### config.mk
export PLATFORM = sky130hd
export DESIGN_NAME = bcd_digit_streamer
export DESIGN_NICKNAME = d
export VERILOG_FILES = /design/src/rtl/bcd_digit_streamer.sv
export SDC_FILE = /design/constraint.sdc
export NUM_CORES = 1
export LEC_CHECK = 0
export BUFFER_PORTS_ARGS = -buffer_cell sky130_fd_sc_hd__buf_4
export CAP_MARGIN = 20
export CORE_UTILIZATION = 27
export CTS_CLUSTER_DIAMETER = 40
export DETAILED_ROUTE_END_ITERATION = 16
export GPL_ROUTABILITY_DRIVEN = 0
export GPL_TIMING_DRIVEN = 0
export PLACE_DENSITY = 0.48
export SYNTH_ARGS = -nofsm -noshare
export SYNTH_HDL_FRONTEND = slang
export SYNTH_SLANG_ARGS = --single-unit
### constraint.sdc
create_clock -name clk -period 3 [get_ports clk]
set_clock_uncertainty 0.05 [all_clocks]
set_input_delay 0.15 -clock clk [delete_from_list [all_inputs] [get_ports clk]]
set_output_delay 0.15 -clock clk [all_outputs]
set_load 0.1 [all_outputs]
### src/rtl/bcd_digit_streamer.sv
// -----------------------------------------------------------------------------
// bcd_digit_streamer
//
// Multi-digit synchronous BCD up/down counter with a digit-serial snapshot
// port. On request, the current count is latched and sent one BCD digit per
// transfer over a valid/ready port, most-significant digit first. The digit
// bus uses the same bit ordering as the downstream BCD-to-Gray converter:
// bit 0 is the MSB (the 8s bit).
//
// Vector ordering: count/load_val are [0:4*DIGITS-1]. Digit d occupies bits
// [4*d : 4*d+3], and digit 0 is the MSD.
//
// Handshake: the digit port is a plain valid/ready port. A digit is
// transferred on each rising edge where dig_valid and dig_ready are both high.
// While dig_valid is high and dig_ready is low, dig_data, dig_idx and
// dig_last hold. dig_valid never drops without a transfer, except on reset.
//
// Ports:
//   clk        rising-edge clock
//   reset      synchronous active-high reset
//   en         count enable
//   up         1 = count up, 0 = count down
//   load       load load_val into count; each digit above 9 saturates to 9
//   load_val   parallel load value
//   count      registered BCD count
//   wrap       registered one-cycle pulse when count wraps around
//   tc         combinational terminal count
//   snap       request a digit-serial snapshot; ignored while busy
//   busy       snapshot stream in progress
//   dig_valid  dig_data is valid
//   dig_ready  downstream accepts the digit
//   dig_data   presented BCD digit
//   dig_idx    index of the presented digit, 0 = MSD
//   dig_last   presented digit is the LSD
//   dbg_state  streamer FSM state (0 = IDLE, 1 = SEND)
// -----------------------------------------------------------------------------
module bcd_digit_streamer #(
  parameter int DIGITS = 2
) (
  input  logic                  clk,
  input  logic                  reset,
  input  logic                  en,
  input  logic                  up,
  input  logic                  load,
  input  logic [0:4*DIGITS-1]   load_val,
  output logic [0:4*DIGITS-1]   count,
  output logic                  wrap,
  output logic                  tc,
  input  logic                  snap,
  output logic                  busy,
  output logic                  dig_valid,
  input  logic                  dig_ready,
  output logic [0:3]            dig_data,
  output logic [0:2]            dig_idx,
  output logic                  dig_last,
  output logic                  dbg_state
);

  typedef enum logic {S_IDLE = 1'b0, S_SEND = 1'b1} state_t;

  logic [0:4*DIGITS-1] r_count;
  logic                r_wrap;
  logic [0:4*DIGITS-1] r_snap;
  logic [2:0]          r_idx;
  logic                r_busy;
  logic                r_valid;
  logic [0:3]          r_data;
  logic                r_last;
  state_t              r_state;

  logic [0:4*DIGITS-1] w_count_nxt;
  logic [0:4*DIGITS-1] w_load_sat;
  logic [3:0]          w_dig;
  logic [3:0]          w_ld_dig;
  logic                w_carry;
  logic                w_all9;
  logic                w_all0;
  logic                w_xfer;

  // Select digit idx of a snapshot vector.
  function automatic logic [3:0] digit_of(input logic [0:4*DIGITS-1] v,
                                          input logic [2:0] idx);
    digit_of = 4'd0;
    for (int d = 0; d < DIGITS; d++) begin
      if (idx == 3'(d)) digit_of = v[4*d +: 4];
    end
  endfunction

  // Next-count logic. The carry/borrow starts at the LSD and ripples toward
  // the MSD. It keeps propagating only through 9s (up) or 0s (down).
  always_comb begin
    w_count_nxt = r_count;
    w_load_sat  = load_val;
    w_dig       = 4'd0;
    w_ld_dig    = 4'd0;
    w_carry     = 1'b1;
    w_all9      = 1'b1;
    w_all0      = 1'b1;
    for (int d = DIGITS - 1; d >= 0; d--) begin
      w_dig = r_count[4*d +: 4];
      if (w_dig != 4'd9) w_all9 = 1'b0;
      if (w_dig != 4'd0) w_all0 = 1'b0;
      if (w_carry) begin
        if (up) begin
          w_count_nxt[4*d +: 4] = (w_dig == 4'd9) ? 4'd0 : w_dig + 4'd1;
          w_carry               = (w_dig == 4'd9);
        end else begin
          w_count_nxt[4*d +: 4] = (w_dig == 4'd0) ? 4'd9 : w_dig - 4'd1;
          w_carry               = (w_dig == 4'd0);
        end
      end
      w_ld_dig = load_val[4*d +: 4];
      if (w_ld_dig > 4'd9) w_load_sat[4*d +: 4] = 4'd9;
    end
  end

  // tc also marks the cycle whose count step wraps around.
  assign tc     = en & ((up & w_all9) | (~up & w_all0));
  assign w_xfer = r_valid & dig_ready;

  // Counter.
  always_ff @(posedge clk) begin
    if (reset) begin
      r_count <= '0;
      r_wrap  <= 1'b0;
    end else if (load) begin
      r_count <= w_load_sat;
      r_wrap  <= 1'b0;
    end else if (en) begin
      r_count <= w_count_nxt;
      r_wrap  <= tc;
    end else begin
      r_wrap  <= 1'b0;
    end
  end

  // Streamer FSM. The outputs are registered, so each one is set up on the
  // edge that enters or advances SEND.
  always_ff @(posedge clk) begin
    if (reset) begin
      r_state <= S_IDLE;
      r_snap  <= '0;
      r_idx   <= 3'd0;
      r_busy  <= 1'b0;
      r_valid <= 1'b0;
      r_data  <= 4'd0;
      r_last  <= 1'b0;
    end else begin
      case (r_state)
        S_IDLE: begin
          if (snap) begin
            // r_count here is the value before this edge's counter update.
            r_state <= S_SEND;
            r_snap  <= r_count;
            r_idx   <= 3'd0;
            r_busy  <= 1'b1;
            r_valid <= 1'b1;
            r_data  <= r_count[0:3];
            r_last  <= (DIGITS == 1);
          end
        end
        S_SEND: begin
          if (w_xfer) begin
            if (r_last) begin
              r_state <= S_IDLE;
              r_idx   <= 3'd0;
              r_busy  <= 1'b0;
              r_valid <= 1'b0;
              r_data  <= 4'd0;
              r_last  <= 1'b0;
            end else begin
              r_idx   <= r_idx + 3'd1;
              r_data  <= digit_of(r_snap, r_idx + 3'd1);
              r_last  <= ((r_idx + 3'd1) == 3'(DIGITS - 1));
            end
          end
        end
        default: r_state <= S_IDLE;
      endcase
    end
  end

  assign count     = r_count;
  assign wrap      = r_wrap;
  assign busy      = r_busy;
  assign dig_valid = r_valid;
  assign dig_data  = r_data;
  assign dig_idx   = r_idx;
  assign dig_last  = r_last;
  assign dbg_state = (r_state == S_SEND);

endmodule

==> impl_results.md <==
- Final nets: 253
- CTS clk-pin slew, worst paths: 0.10 ns
- Post-CTS Repair Setup Buffers: 0
- Critical path class: reg2out
- Design Area, Final: 1930 µm²
- Slowest-stage cell, CP: buf_4
- Post-route ant nets: 0
- Area of the core: 5510 µm²
- Max stage delay on crit path: 0.35 ns
- Placed standard-cell area: 1880 µm²
- Async S/R FF share, synth: 0
- Vert. Die Dim: 77.6 µm
- CTS tree: done
- Leak: 0.747 nW
- FF+latch count, synth: 27
- Hold WC Path Type: in2reg
- Fin. Hold Viols: 0
- I/O pin cnt: 36
- Largest net degree at the start of global routing: 17
- Via count: 1517
- Initial antenna violation count: 0
- Max-Cap Viols: 0
- Crit-path max FO: 10
- Syn Nets: 215
- Htree depth: 1
- IO Port Bufs: 33
- First-pass GRT wire length: 6680 µm
- Final Hold Slack: 0.0528 ns
- Final Max Tran Viols: 0
- Sink Count: 27
- Unique cell type count in the Yosys netlist: 48
- Ys Warns: 0
- Root Buffer: clkbuf_8
- Setup violations, final: 0
- DIE AREA: 6020 µm²
- Register area share after synthesis: 0.351
- Setup crit end kind: primary output
- Crit-path cells: clkbuf_1, nor3_1, nand2_1, a2111oi_4, buf_4
- Longest Clk Path Bufs: 2
- Setup TNS: 0 ns
- CTS buffer count: 3
- Worst Path Arrival: 1.93 ns
- Hold buffers post-CTS: 0
- HPWL after DPL: 2900 µm
- Mapped Area: 1540 µm²
- Max Fclk: 470 MHz
- Gr ovfl total: 0
- Req. time, crit path: 2.80 ns
- Gr usage total: 0.138
- Area delta synth->final: 25.2%
- Residual DRC: 0
- EDFF count, synth: 0
- Worst VDD drop: 217 µV
- Slew headroom: 0.616
- Initial DRC count: 47
- Worst slew pin tran: 0.577 ns
- Outcome: complete, no violations
- Initial Util: 0.280
- Post-cts sizing count: 0
- Syn_area_per_cell: 7.82 µm²
- Share of cells above drive strength 1: 0.226
- Num rows: 27
- DR WL/cell: 12.9 µm
- Power Density: 485 nW/µm²
- Vias in the first global route: 1411
- Final WL: 3950 µm
- Worst path top cell family by delay: buffers and inverters
- Tmin final: 2.13 ns
- Setup crit start kind: flop
- Final worst path period share: 0.709
- Via density: 4.96
- DRT Pass-1 Iters: 4
- Worst skew pair latency: 0.28 ns
- Commonest non-fill, non-tap cell in the layout: buf_4
- Die W: 77.6 µm
- Worst Path Buf+Inv: 2
- # diodes: 0
- RSZ-0062 raised after global routing: false
- Syn Inst Count: 197
- Commonest cells after routing, fill and taps aside: 34 x buf_4, 33 x nand2_1, 25 x dfxtp_1
- Synth Flop Type: dfxtp_1
-- routing by layer --
metal / wire length [µm] / vias to the layer above / GRT usage
met1: 1990 / 721 / 0.189
met5: 0 / - / 0
met3: 110 / 2 / 0.0235
met2: 1810 / 21 / 0.217
met4: 34 / 0 / 0.0472
li1: - / 773 / -
-- cells by family (layout without fill, tap and decap cells) --
| kind of cell | after synthesis | count (layout) | synth area share |
|---|---|---|---|
| buf+inv | 25 | 62 | 0.0804 |
| fa+ha+maj | 3 | 3 | 0.0244 |
| compound gates | 57 | 57 | 0.259 |
| simple gates | 79 | 79 | 0.250 |
| mux | 2 | 2 | 0.0130 |
| flops | 27 | 27 | 0.351 |
| xor+xnor | 4 | 4 | 0.0227 |
-- worst reg2reg max path, cell delays in order (launching register included) --
cell	delay [ns]
dfxtp_1	0.36
ha_1	0.22
ha_1	0.30
and4bb_2	0.29
a222oi_1	0.43
nor3_1	0.09
-- final cells by class --
| cell class | instances | area (µm²) |
|---|---|---|
| repair buffers | 33 | 248 |
| plain buffers | 15 | 86.3 |
| clock inverters | 1 | 7.51 |
| fillers | 590 | 3580 |
| clock buffers | 3 | 41.3 |
| flip-flops and latches | 27 | 543 |
| inverters | 10 | 37.5 |
| multi-input cells | 145 | 877 |
| well taps | 72 | 90.1 |
-- cell usage after synthesis (all sizes together), types with 2 or more instances --
library cell  count  area, µm²
a22oi             2       15.0
ha                3       37.5
and2              3       18.8
a21oi            19       98.9
xor2              3       26.3
a31oi             2       12.5
nor3              7       35.0
a22o              2       17.5
o22ai             2       12.5
inv              10       37.5
a222oi            3       30.0
clkbuf            7       26.3
o21a              2       15.0
or3               2       17.5
buf               8       60.1
mux2i             2       20.0
nor2             15       56.3
a221oi            2       17.5
dfxtp            27        541
o21ai            11       55.1
nand2            33        124
nand3b            2       15.0
nand3             6       30.0
a311oi            3       26.3
nand2b            3       18.8
a211oi            2       20.0
-- final timing paths --
| path | cells after the start | endpoint | start | slack, ns |
|---|---|---|---|---|
| max | 5 | tc | count[0] | 0.87 |
| min | 2 | count[2] | load_val[2] | 0.05 |
| max reg2reg | 5 | dig_data[2] | dig_idx[2] | 1.14 |
| min reg2reg | 2 | r_snap[3] | r_snap[3] | 0.41 |
-- sequential cells by signal, indices dropped and copies added, names as in the netlist --
register	flops
dig_last	1
r_snap	8
wrap	1
dbg_state	1
count	8
dig_valid	1
dig_data	4
dig_idx	3
-- through the flow --
| step | util | std cells | power [mW] | worst slack, ns |
|---|---|---|---|---|
| final | 0.351 | 306 | 0.936 | 0.872 |
| after global routing | 0.351 | 306 | 0.995 | 0.669 |
| after CTS | 0.351 | 306 | 0.957 | 0.819 |
| after detailed placement | 0.342 | 302 | 0.726 | 1.14 |
| after global placement | 0.342 | 302 | 0.728 | 1.09 |
| after floorplan | - | 197 | 0.651 | 0.0293 |
-- report_power, final --
group / internal, mW / switching, mW / leakage, nW
logic: 0.0907 / 0.229 / 0.503
clock network: 0.0944 / 0.125 / 0.0217
registers: 0.379 / 0.0179 / 0.222
total: 0.564 / 0.372 / 0.747
Power figures use the tool's default switching activity.
